--- config.mk ---
export PLATFORM = sky130hd
export DESIGN_NAME = sim_halt_monitor
export DESIGN_NICKNAME = d
export VERILOG_FILES = /design/src/rtl/sim_halt_monitor.sv
export SDC_FILE = /design/constraint.sdc
export NUM_CORES = 1
export LEC_CHECK = 0
export CAP_MARGIN = 20
export CORE_UTILIZATION = 45
export DETAILED_ROUTE_END_ITERATION = 16
export PLACE_DENSITY = 0.67
export SLEW_MARGIN = 20
export SYNTH_ARGS = -nofsm -noshare
export SYNTH_HDL_FRONTEND = slang
export SYNTH_SLANG_ARGS = --single-unit
--- constraint.sdc ---
create_clock -name clk -period 4.85 [get_ports clk]
set_input_delay 0.485 -clock clk [delete_from_list [all_inputs] [get_ports clk]]
set_output_delay 0.485 -clock clk [all_outputs]
set_load 0.05 [all_outputs]
--- src/rtl/sim_halt_monitor.sv ---
// Simulation halt monitor: stops a run on PC breakpoint, cycle timeout or (optionally) a self-loop.
// Optional feature: define SIM_HALT_SELFLOOP_EN to enable self-loop detection (cause 2'b11).
module sim_halt_monitor #(
    parameter int unsigned  NUM_BP     = 4,
    parameter int unsigned  CNT_W      = 32,
    parameter int unsigned  MAX_CYCLES = 100000,
    parameter int unsigned  LOOP_LIMIT = 8,
    parameter logic [31:0]  RESET_BP0  = 32'h0000_000c,
    localparam int unsigned BP_W       = (NUM_BP > 1) ? $clog2(NUM_BP) : 1
) (
    input  logic             clk,
    input  logic             rstn,
    input  logic [31:0]      pcW,
    input  logic             pcW_valid,
    input  logic             bp_we,
    input  logic [BP_W-1:0]  bp_sel,
    input  logic [31:0]      bp_addr,
    input  logic             bp_en,
    input  logic             clr,
    output logic             done,
    output logic [1:0]       cause,
    output logic [BP_W-1:0]  hit_idx,
    output logic [CNT_W-1:0] cycle_cnt,
    output logic [CNT_W-1:0] retire_cnt
);

    localparam logic [1:0] CAUSE_NONE = 2'b00;
    localparam logic [1:0] CAUSE_BP   = 2'b01;
    localparam logic [1:0] CAUSE_TO   = 2'b10;
    localparam logic [1:0] CAUSE_LOOP = 2'b11;

    typedef enum logic [1:0] {
        IDLE   = 2'd0,
        RUN    = 2'd1,
        HALTED = 2'd2
    } state_e;

    state_e           state_q, state_d;
    logic             done_q, done_d;
    logic [1:0]       cause_q, cause_d;
    logic [BP_W-1:0]  hit_idx_q, hit_idx_d;
    logic [CNT_W-1:0] cycle_q, cycle_d;
    logic [CNT_W-1:0] retire_q, retire_d;

    logic [31:0]       bp_addr_q [NUM_BP];
    logic [NUM_BP-1:0] bp_en_q;

    logic             bp_hit_c;
    logic [BP_W-1:0]  bp_idx_c;
    logic             loop_hit_c;
    logic             active_c;
    logic             running_c;

    function automatic logic [CNT_W-1:0] sat_inc(input logic [CNT_W-1:0] x);
        return (x == {CNT_W{1'b1}}) ? x : x + CNT_W'(1);
    endfunction

    assign active_c = (state_q != HALTED);

    // Lowest enabled index wins: scan downward so the last assignment is the lowest.
    always_comb begin
        bp_hit_c = 1'b0;
        bp_idx_c = '0;
        for (int i = NUM_BP - 1; i >= 0; i--) begin
            if (bp_en_q[i] && (bp_addr_q[i] == pcW)) begin
                bp_hit_c = 1'b1;
                bp_idx_c = BP_W'(i);
            end
        end
    end

    // Breakpoint registers survive clr; out-of-range selects match no index.
    always_ff @(posedge clk or negedge rstn) begin
        if (!rstn) begin
            for (int i = 0; i < NUM_BP; i++) begin
                bp_addr_q[i] <= (i == 0) ? RESET_BP0 : 32'h0;
            end
            bp_en_q <= NUM_BP'(1);
        end else if (bp_we) begin
            for (int i = 0; i < NUM_BP; i++) begin
                if (bp_sel == BP_W'(i)) begin
                    bp_addr_q[i] <= bp_addr;
                    bp_en_q[i]   <= bp_en;
                end
            end
        end
    end

`ifdef SIM_HALT_SELFLOOP_EN
    localparam int unsigned LOOP_W = (LOOP_LIMIT > 0) ? $clog2(LOOP_LIMIT + 1) : 1;

    logic [31:0]       last_pc_q, last_pc_d;
    logic [LOOP_W-1:0] loop_cnt_q, loop_cnt_d;

    // Run length of identical retired PCs; bubbles leave it untouched.
    always_comb begin
        last_pc_d  = last_pc_q;
        loop_cnt_d = loop_cnt_q;
        loop_hit_c = 1'b0;
        if (clr) begin
            loop_cnt_d = '0;
        end else if (pcW_valid && active_c) begin
            last_pc_d = pcW;
            if ((loop_cnt_q != '0) && (pcW == last_pc_q)) begin
                if (loop_cnt_q != LOOP_W'(LOOP_LIMIT)) begin
                    loop_cnt_d = loop_cnt_q + LOOP_W'(1);
                end
            end else begin
                loop_cnt_d = LOOP_W'(1);
            end
            loop_hit_c = (loop_cnt_d == LOOP_W'(LOOP_LIMIT));
        end
    end

    always_ff @(posedge clk or negedge rstn) begin
        if (!rstn) begin
            last_pc_q  <= 32'h0;
            loop_cnt_q <= '0;
        end else begin
            last_pc_q  <= last_pc_d;
            loop_cnt_q <= loop_cnt_d;
        end
    end
`else
    assign loop_hit_c = 1'b0;
`endif

    // Next-state and output logic; clr overrides every halt condition.
    always_comb begin
        state_d   = state_q;
        done_d    = done_q;
        cause_d   = cause_q;
        hit_idx_d = hit_idx_q;
        cycle_d   = cycle_q;
        retire_d  = retire_q;
        running_c = 1'b0;

        case (state_q)
            IDLE: begin
                if (pcW_valid) begin
                    running_c = 1'b1;
                    state_d   = RUN;
                    cycle_d   = sat_inc(cycle_q);
                    retire_d  = sat_inc(retire_q);
                end
            end
            RUN: begin
                running_c = 1'b1;
                cycle_d   = sat_inc(cycle_q);
                if (pcW_valid) begin
                    retire_d = sat_inc(retire_q);
                end
            end
            HALTED: begin
            end
            default: begin
                state_d = IDLE;
            end
        endcase

        if (running_c) begin
            if (pcW_valid && bp_hit_c) begin
                state_d   = HALTED;
                done_d    = 1'b1;
                cause_d   = CAUSE_BP;
                hit_idx_d = bp_idx_c;
            end else if (loop_hit_c) begin
                state_d = HALTED;
                done_d  = 1'b1;
                cause_d = CAUSE_LOOP;
            end else if ((MAX_CYCLES != 0) && (64'(cycle_d) == 64'(MAX_CYCLES))) begin
                state_d = HALTED;
                done_d  = 1'b1;
                cause_d = CAUSE_TO;
            end
        end

        if (clr) begin
            state_d   = IDLE;
            done_d    = 1'b0;
            cause_d   = CAUSE_NONE;
            hit_idx_d = '0;
            cycle_d   = '0;
            retire_d  = '0;
        end
    end

    always_ff @(posedge clk or negedge rstn) begin
        if (!rstn) begin
            state_q   <= IDLE;
            done_q    <= 1'b0;
            cause_q   <= CAUSE_NONE;
            hit_idx_q <= '0;
            cycle_q   <= '0;
            retire_q  <= '0;
        end else begin
            state_q   <= state_d;
            done_q    <= done_d;
            cause_q   <= cause_d;
            hit_idx_q <= hit_idx_d;
            cycle_q   <= cycle_d;
            retire_q  <= retire_d;
        end
    end

    assign done       = done_q;
    assign cause      = cause_q;
    assign hit_idx    = hit_idx_q;
    assign cycle_cnt  = cycle_q;
    assign retire_cnt = retire_q;

endmodule

Word-level counts from Yosys, hierarchy flattened:

Cells that the tools add are included.

* bits in registers: 203
* bits in latches: 0
* bits in writable memories: 0
* ROM bits: 0
* output and inout bits: 69
* word-level logic and storage cells: 85
* memories kept: 0

* add/sub/neg operators: 2
* multipliers: 0
* div/mod/pow operators: 0
* $lt $le $gt $ge: 0
* equal/unequal tests: 13
* shifts and indexed selects: 0
* multiplexer cells: 35
* bitwise logic cells: 0
* reductions and logical operators: 21

Operator list (count)
* $mux 32: 7
* $eq 32x32->1: 4
* $add 32x1->32 const B: 2
* $eq 32x32->1 const B: 2
* $pmux 32 s2: 1
* $eq 32x17->1 const B: 1
* $mux 2: 16
* $reduce_and 2->1: 6
* $mux 1: 9
* $reduce_bool 2->1: 4
* $eq 2x2->1 const B: 3
* $logic_and 1x1->1: 5
* $eq 2x1->1 const B: 2
* $logic_not 2->1: 2
* $pmux 2 s2: 1
* $reduce_or 2->1: 2
* $reduce_and 3->1: 1
* $reduce_bool 3->1: 1
* $ne 2x2->1 const B: 1
* $pmux 1 s2: 1

Logic depth before layout (Yosys ltp):

Gate-level depths: netlist of the first run.

* word-level depth: 10
* depth in mapped cells: 10

Least setup slack after synthesis of the first run:

No wires, ideal clock.

* kind: flip-flop to flip-flop
* from: register cycle_q[0], in the netlist cycle_cnt[0]
* to: register cause_q[0], in the netlist cause[0]
* data arrival time: 2.946 ns
* required time: 4.715 ns
* slack: 1.769 ns
* stages on the path, launching flop included: 10
* buffers on the path: 0
* period minus slack after synthesis: 3.081 ns
* cell sequence: dfrtp_1 ha_1 nand4_2 nor4_4 a21oi_1 xnor2_1 a2111o_1 a2111oi_4 and3_4 a211oi_1

* word-level cells in the longest chain between the ends: 7

RTL lines
* from (decl): line 42 `logic [CNT_W-1:0] cycle_q, cycle_d;`
* from (signal assigned): line 201 `cycle_q <= cycle_d;`
* $add 32x1->32 or $eq 32x32->1 (tied branches): line 55 `return (x == {CNT_W{1'b1}}) ? x : x + CNT_W'(1);`
* $mux 32: line 55
* $mux 32: line 140 `if (pcW_valid) begin`
* $pmux 32 s2 (*): line 138 `case (state_q)`
* $eq 32x17->1 (*): line 171 `end else if ((MAX_CYCLES != 0) && (64'(cycle_d) == 64'(MAX_CYCLES))) begin`
* $reduce_bool 3->1 (no source line) (*)
* $reduce_and 2->1 (no source line) (*)
* to (signal assigned): line 199 `cause_q <= cause_d;`
* to (decl): line 40 `logic [1:0] cause_q, cause_d;`

Every way passes the cells marked *; elsewhere a longest branch is shown, timed or not.
A chain may end at the register's enable or synchronous reset.

Worst setup path after layout of the first run:

Ends and elaborated chain as after synthesis.

==> flow_summary_export.csv, run 1 <==
group,metric,value,unit
outcome,status,"finished clean",
critical_path,max_stage_delay,580,ps
sta,setup_tns,0,ps
final_layout,diodes,0,
worst_hold_path,hp-class,"in2async",
synth,yosysSeqAreaShare,0.472,
routing,wl_per_cell,20.5,um
cts,cts_tree,"yes",
synth,syn_nets,1036,
cts,htree_levels,1,
placement,placed_cells,1387,
sta,max_slew.worst_pin.slew,1090,ps
power,p_per_area,345,mW/mm^2
synth,ys.flop_type,"dfrtp_1",
floorplan,rows,56,
floorplan,die_h,157,um
placement,place_area,0.0124,mm^2
critical_path,crit_required,5200,ps
floorplan,ios,141,
sta,fmax,0.303,GHz
cts,clk_latency,520,ps
critical_path,worst-setup-path-type,"reg2reg",
critical_path,crit_arrival,3650,ps
synth,synth.avg_cell_area,11.2,um^2
final_layout,final_cell_count_no_fill,1427,
final_layout,final_layout_size_suffix_gt1_frac,0.185,
floorplan,start_util,0.459,
routing,drt_iter0_drc,541,
run,maxCapViolCount,0,
synth,ys_seq_elements,203,
cts,cts_root_buffer,"clkbuf_16",
global_routing,overflow,0,
cts,cts_resized,0,
final_layout,fillers,2060,
synth,yosys.cell_count.top_type,"dfrtp_1",
synth,synth_area,0.0108,mm^2
routing,routed_wl,29200,um
sta,hold_viol_final,0,
cts,post-cts-setup-buffers,0,
synth,synthDominantCellAreaShare,0.464,
global_routing,grtUsageMet3,0.0415,
global_routing,grt_max_degree,103,
routing,drc_errors,0,
power,peakVddDrop,0.225,mV
cts,clk_pin_slew_worst_paths,60,ps
routing,drtPass1Iterations,5,
cts,ctsLongestPathBuffers,3,
global_routing,grt_pass1_vias,8080,
synth,yosysTopAreaCell,"dfrtp_1",
routing,vias,8026,
final_layout,syn_to_final_growth,22.0,%
power,leakage,5.29,nW
synth,synthArstFlopShare,1.00,
cts,hold_buffers,0,
synth,synth_edf_count,0,
cts,cts_made_buffers,23,
sta,fin_crit_sh,0.681,
sta,hold_slack,69.4,ps
placement,port_buffers,140,
routing,drt-vias-per-instance,5.62,
sta,setup_violations,0,
sta,rsz0062_at_grt,"false",
final_layout,multi_input_area,0.00549,mm^2
global_routing,antenna_found_initial,0,
synth,synth_cells,962,
final_layout,fin_util,0.560,
sta,fin_skew,14.5,ps
cts,clock_sink_count,203,
synth,yosys_warnings,0,
global_routing,grt_use_total,0.247,
synth,ys_types,67,
global_routing,grt_pass1_wl,46300,um
final_layout,ff_latch_area,0.00508,mm^2
global_routing,top_usage_layer,"met2",
placement,dp_hpwl,21600,um
floorplan,core,0.0235,mm^2
routing,ant_nets,0,
sta,slew_violations,0,
final_layout,final_area,0.0132,mm^2
sta,slew_headroom,0.272,
critical_path,path_cells,"ha_1 -> nand4_2 -> nor4_4 -> a21oi_1 -> mux2i_1 -> nand4_1 -> nor4_1 -> and3_4 -> a211oi_1",
synth,synthTopCellsByArea,"dfrtp_1, mux2_2, xor2_1",
global_routing,use_met2,0.404,
floorplan,die_w,157,um
critical_path,crit_slowest_cell,"nor4_4",
critical_path,startpoint_type,"flop",
critical_path,end_kind,"flop",
final_layout,fin_nets,1168,
placement,gp_congestion,0.935,
synth,synth_common_cells,"dfrtp_1, mux2_2, xor2_1",
sta,fin_crit,3300,ps
global_routing,grtUsageMet1,0.338,
critical_path,crit_fanout,10,
floorplan,dieArea,0.0246,mm^2
==> per-stage QoR <==
step	worst slack, ps	power [mW]
global route	1330	4.71
CTS	1590	4.57
floorplan	1770	2.58
finish	1550	4.53
detailed placement	1420	2.95
global placement	1500	2.94
==> worst paths after layout <==
kind                          startpoint             end  slack, ps  cells after the start
min in group clk           bp_addr_q[47]   bp_addr_q[47]        520                      1
max in group asynchronous           rstn    cycle_cnt[5]       3750                      2
hold / removal                      rstn  bp_addr_q[110]         70                      1
setup reg to reg            cycle_cnt[0]        cause[0]       1550                      9
setup / recovery            cycle_cnt[0]        cause[0]       1550                      9
hold reg to reg            bp_addr_q[47]   bp_addr_q[47]        520                      1
==> placed cells by master (no fill, tap or decap), drive strengths merged, types with 3 or more instances in the layout <==
master and instances:
clkbuf 35, nand2 22, nor2b 9, nand3 41, clkdlybuf4s50 138, nor3 21, a211oi 7, mux2i 3
a21oi 16, xor2 130, buf 7, clkinv 3, and2 6, nand2b 7, and3 15, dfrtp 200
mux2 132, dfstp 3, nand4 58, nor2 90, nand3b 3, and4 7, nor4 44, o21ai 3
or3 9, xnor2 58, nand4b 4, inv 9
==> routing by layer <==
metal / wire [um] / vias to the layer above
met3: 1670 / 50
met4: 706 / 0
met1: 13000 / 4010
met2: 13800 / 267
li1: - / 3699
met5: 0 / -
==> registers in the layout, indices dropped and copies added, names as in the netlist <==
register / cells
cycle_cnt: 32
hit_idx: 2
bp_en_q: 4
retire_cnt: 32
done: 1
cause: 2
state_q: 2
bp_addr_q: 128
==> power breakdown <==
part	switching (mW)	internal (mW)	leakage [nW]
sequential	0.150	1.91	2.55
clock	0.679	0.920	0.335
combinational	0.485	0.386	2.41
==> critical path, delay by kind of cell, from the launching register on <==
family,cells,cell delay (ps)
compound gates,2,380
fa+ha+maj,1,280
flops,1,450
mux,1,340
simple gates,5,1710
==> kinds of logic (layout without fill, tap and decap cells) <==
kind of cell,count (synthesis),in the layout,share of synthesized area
buf+inv,46,192,0.0202
flops,203,203,0.472
fa+ha+maj,2,2,0.00232
mux,135,135,0.141
compound gates,44,44,0.0316
xor+xnor,188,188,0.153
simple gates,344,344,0.181
==> area by class of cell <==
cell class                      count  share of cell area
Clock buffer                       34              0.0492
Clock inverter                      5             0.00247
Inverter                            7             0.00200
Multi-Input combinational cell    713               0.417
Sequential cell                   203               0.387
Tap cell                          319              0.0303
Timing Repair Buffer              146               0.112
Power figures use the tool's default switching activity.
==> run 2: changes to the inputs <==
Clock period 4.85 ns to 3.3 ns, I/O delays scaled along.
==> run 2 against run 1 <==
Compared with the run above:
- die area unchanged
- total power increased by 62%
- sequential power up 48%
- register-to-register slack worse by 1200 ps
- largest cell class unchanged
- via count increased by 1.1%
- global-route usage grew 0.38 points
- routed wire length rose by 2.1%
- critical path type unchanged
- clock power increased by 89%
==> flow_summary_export.csv, run 2 (synthesized netlist as in run 1, its figures left out) <==
group,metric,value,unit
sta,slew_headroom,0.308,
critical_path,path_cells,"ha_1 -> nand4_2 -> nor4_4 -> buf_4 -> a211oi_2 -> and4_2 -> mux2i_1 -> a211oi_1 -> buf_4 -> and3_4 -> o31a_1",
sta,slew_violations,0,
cts,cts_tree,"yes",
sta,setup_tns,0,ps
routing,ant_nets,0,
cts,cts_made_buffers,23,
global_routing,grt_pass1_vias,8029,
sta,fmax,0.342,GHz
cts,cts_resized,0,
power,p_per_area,544,mW/mm^2
sta,setup_slack,374,ps
sta,max_slew.worst_pin.slew,1040,ps
sta,rsz0062_at_grt,"false",
final_layout,largest_register,"bp_addr_q",
final_layout,syn_to_final_growth,25.4,%
cts,clk_latency,520,ps
critical_path,r2r_slack,370,ps
power,leakage,5.49,nW
final_layout,largest_reg_flops,128,
power,peakVddDrop,0.373,mV
floorplan,rows,56,
routing,wl_per_cell,20.6,um
global_routing,overflow,0,
placement,port_buffers,140,
final_layout,diodes,0,
final_layout,final_cell_mix,"dfrtp_1, clkdlybuf4s50_1, mux2_2",
final_layout,final_common_cell,"dfrtp_1",
outcome,status,"finished clean",
sta,hold_viol_final,0,
routing,drtPass1Iterations,6,
sta,fin_crit_sh,0.887,
cts,ctsLongestPathBuffers,3,
worst_hold_path,holdPathEnd,"retire_cnt[10]",
floorplan,start_util,0.459,
critical_path,startpoint_type,"flop",
floorplan,die_w,157,um
critical_path,r2r_cells,11,
floorplan,core,0.0235,mm^2
run,maxCapViolCount,0,
critical_path,crit_required,3680,ps
sta,fin_skew,23.0,ps
sta,hold_slack,273,ps
cts,post-cts-setup-buffers,0,
final_layout,final_layout_size_suffix_gt1_frac,0.206,
final_layout,fin_util,0.576,
global_routing,grt_max_degree,101,
routing,routed_wl,29800,um
floorplan,die_h,157,um
routing,drc_errors,0,
final_layout,fin_nets,1187,
sta,fin_crit,2930,ps
global_routing,grt_use_total,0.251,
critical_path,crit_slowest_cell,"a211oi_2",
critical_path,worst-setup-path-type,"reg2reg",
cts,hold_buffers,1,
worst_hold_path,min_from,"clr",
sta,setup_violations,0,
routing,drt_iter0_drc,514,
critical_path,end_kind,"flop",
critical_path,max_stage_delay,480,ps
critical_path,r2r-end,"done",
worst_hold_path,hold_path_depth,2,
cts,htree_levels,1,
critical_path,crit_fanout,10,
cts,clock_sink_count,203,
floorplan,ios,141,
floorplan,dieArea,0.0246,mm^2
global_routing,antenna_found_initial,0,
critical_path,r2r_start,"cycle_cnt[0]",
placement,gp_congestion,0.925,
critical_path,path_common_cell,"buf_4",
placement,dp_hpwl,22100,um
cts,clk_pin_slew_worst_paths,60,ps
global_routing,grt_pass1_wl,46500,um
placement,dpl_worst_slack,226,ps
worst_hold_path,hp-class,"in2reg",
cts,cts_root_buffer,"clkbuf_16",
routing,vias,8118,
critical_path,crit_arrival,3310,ps
routing,drt-vias-per-instance,5.60,
[run 2: report_power, final]
group,switching [mW],total [mW],internal [mW],leakage (nW)
Combinational,0.723,1.29,0.571,2.50
Clock,1.04,3.02,1.98,0.451
Sequential,0.225,3.04,2.81,2.55
[run 2: how the worst max path moves through the flow]
stage            startpoint  endpoint
2_1_floorplan  cycle_cnt[0]  cause[0]
3_3_place_gp      pcW_valid  cause[0]
3_5_place_dp      pcW_valid      done
6_report       cycle_cnt[0]      done
4_1_cts        cycle_cnt[0]      done
5_1_grt        cycle_cnt[0]      done
[run 2: worst max-delay path: cells and delay by family, from the launching register on]
kind | cells | cell delay, ps
muxes | 1 | 190
AOI/OAI and AO/OA | 3 | 830
buffers and inverters | 2 | 320
DFF | 1 | 450
adders and majority gates | 1 | 290
and+or+nand+nor | 4 | 700
[run 2: routing by layer]
metal  share of wire  GRT usage  up-vias
li1                -          -     3750
met1            0.45      0.353     4006
met2            0.46      0.388      292
met3           0.064     0.0460       70
met4           0.033     0.0840        0
met5               0          0        -
[run 2: through the flow]
step                      power [mW]  cell area (um^2)  cells
final                           7.36             13500   1449
after global routing            7.65             13500   1449
after CTS                       7.41             13500   1449
after detailed placement        4.36             12600   1406
after global placement          4.33             12600   1406
after floorplan                 3.79             10800    962
[run 2: final cells by class]
class                      instances  area, um^2
sequential                       203        5080
fill                            1999        9960
inverter                           7        26.3
multi-input combinational        713        5490
clock inverter                    11         238
tap                              319         399
clock buffer                      31         676
timing repair buffer             165        1600
==> run 3: changes to the inputs <==
Clock period 3.3 ns to 3.55 ns, I/O delays scaled along.
==> run 3 against run 2 <==
Compared with the run above:
- first-iteration DRC count shrank 6.4%
- global-route usage grew 0.34 points
- worst setup slack lost 60 ps
- non-clock buffer count shrank 6
- sequential power shrank 7.2%
- flip-flop and latch count is the same
- die area is the same
- clock-buffer cell count grew 5
- routed wire length grew 0.75%
- cell area shrank 1.7%
- clock skew shrank 16 ps
- hold slack gained 170 ps
- critical endpoint is now cause[0]
- highest routed layer unchanged
==> flow_summary_export.csv, run 3 (synthesized netlist as in run 1, its figures left out) <==
group,metric,value,unit
outcome,status,"finished clean",
cts,clk_pin_slew_worst_paths,50,ps
floorplan,dieArea,0.0246,mm^2
final_layout,largest_reg_flops,128,
sta,slew_headroom,0.310,
sta,setup_violations,0,
critical_path,r2r_cells,9,
cts,cts_root_buffer,"clkbuf_16",
final_layout,fin_util,0.566,
placement,gp_congestion,0.903,
global_routing,antenna_found_initial,0,
final_layout,largest_register,"bp_addr_q",
final_layout,ff_latch_area,0.00508,mm^2
routing,routed_wl,30000,um
routing,drtPass1Iterations,5,
critical_path,worst-setup-path-type,"reg2reg",
sta,fmax,0.309,GHz
placement,dp_hpwl,22200,um
global_routing,overflow,0,
floorplan,core,0.0235,mm^2
power,leakage,5.37,nW
cts,post-cts-setup-buffers,0,
sta,fin_skew,6.81,ps
final_layout,final_common_cell,"dfrtp_1",
final_layout,syn_to_final_growth,23.2,%
critical_path,crit_arrival,3580,ps
sta,rsz0062_at_grt,"false",
power,peakVddDrop,0.303,mV
final_layout,fin_nets,1181,
sta,fin_crit_sh,0.912,
cts,htree_levels,1,
worst_hold_path,hold_path_depth,2,
final_layout,final_layout_size_suffix_gt1_frac,0.193,
placement,dpl_worst_slack,352,ps
placement,placed_cells,1400,
worst_hold_path,hp-class,"in2reg",
critical_path,r2r_slack,310,ps
cts,clock_sink_count,203,
placement,port_buffers,140,
cts,ctsLongestPathBuffers,3,
global_routing,grt_max_degree,85,
sta,max_slew.worst_pin.slew,1040,ps
sta,hold_slack,440,ps
final_layout,diodes,0,
final_layout,final_cell_count_no_fill,1441,
floorplan,start_util,0.459,
critical_path,crit_required,3890,ps
routing,drt_iter0_drc,481,
final_layout,final_cell_mix,"dfrtp_1, clkdlybuf4s50_1, mux2_2",
final_layout,fillers,2022,
floorplan,die_h,157,um
critical_path,crit_fanout,10,
cts,cts_tree,"yes",
floorplan,rows,56,
sta,setup_slack,314,ps
sta,hold_viol_final,0,
final_layout,multi_input_area,0.00549,mm^2
power,p_per_area,477,mW/mm^2
floorplan,die_w,157,um
sta,setup_tns,0,ps
routing,drt-vias-per-instance,5.59,
routing,vias,8054,
global_routing,grt_pass1_wl,47300,um
cts,cts_made_buffers,23,
routing,ant_nets,0,
sta,fin_crit,3240,ps
critical_path,end_kind,"flop",
global_routing,grt_use_total,0.254,
routing,drc_errors,0,
global_routing,grt_pass1_vias,8113,
critical_path,startpoint_type,"flop",
sta,slew_violations,0,
routing,wl_per_cell,20.9,um
floorplan,ios,141,
cts,clk_latency,500,ps
run,maxCapViolCount,0,
## run 3: critical path, stage by stage (launching register included)
cell and delay, ps:
dfrtp_1 480, ha_1 280, nand4_2 170, nor4_4 580
a21oi_1 310, mux2i_1 330, nand4_1 130, nor4_1 420
and3_4 300, a211oi_1 70
## run 3: cell type report
| type | instances | share of cell area |
|---|---|---|
| Clock buffer | 36 | 0.0493 |
| Clock inverter | 4 | 0.00528 |
| Inverter | 7 | 0.00198 |
| Multi-Input combinational cell | 713 | 0.413 |
| Sequential cell | 203 | 0.383 |
| Tap cell | 319 | 0.0301 |
| Timing Repair Buffer | 159 | 0.117 |
## run 3: worst paths after layout
kind / startpoint / endpoint
worst min register to register: bp_addr_q[64] / bp_addr_q[64]
worst max-delay path: cycle_cnt[0] / cause[0]
max in group asynchronous: rstn / bp_en_q[0]
min in group asynchronous: rstn / bp_addr_q[85]
worst max register to register: cycle_cnt[0] / cause[0]
worst min-delay path: clr / retire_cnt[30]
## run 3: repair_timing
action	4_1_cts	5_1_grt
gates resized for setup	0	0
endpoints found under the hold margin	79	0
hold buffers	1	0
## run 3: routing by layer
metal	track usage	up-vias	wire length (um)
li1	-	3720	-
met1	0.356	4062	13800
met2	0.401	219	13800
met3	0.0424	53	1620
met4	0.0784	0	816
met5	0	-	0
## run 3: stage by stage
step / total power [mW] / area (um^2)
after floorplan: 3.52 / 10800
after global placement: 4.02 / 12500
after detailed placement: 4.04 / 12500
after CTS: 6.38 / 13300
after global routing: 6.62 / 13300
final: 6.34 / 13300
## run 3: power breakdown
group / internal (mW) / switching [mW] / total [mW]
Combinational: 0.528 / 0.672 / 1.20
Sequential: 2.61 / 0.205 / 2.82
Clock: 1.40 / 0.915 / 2.32
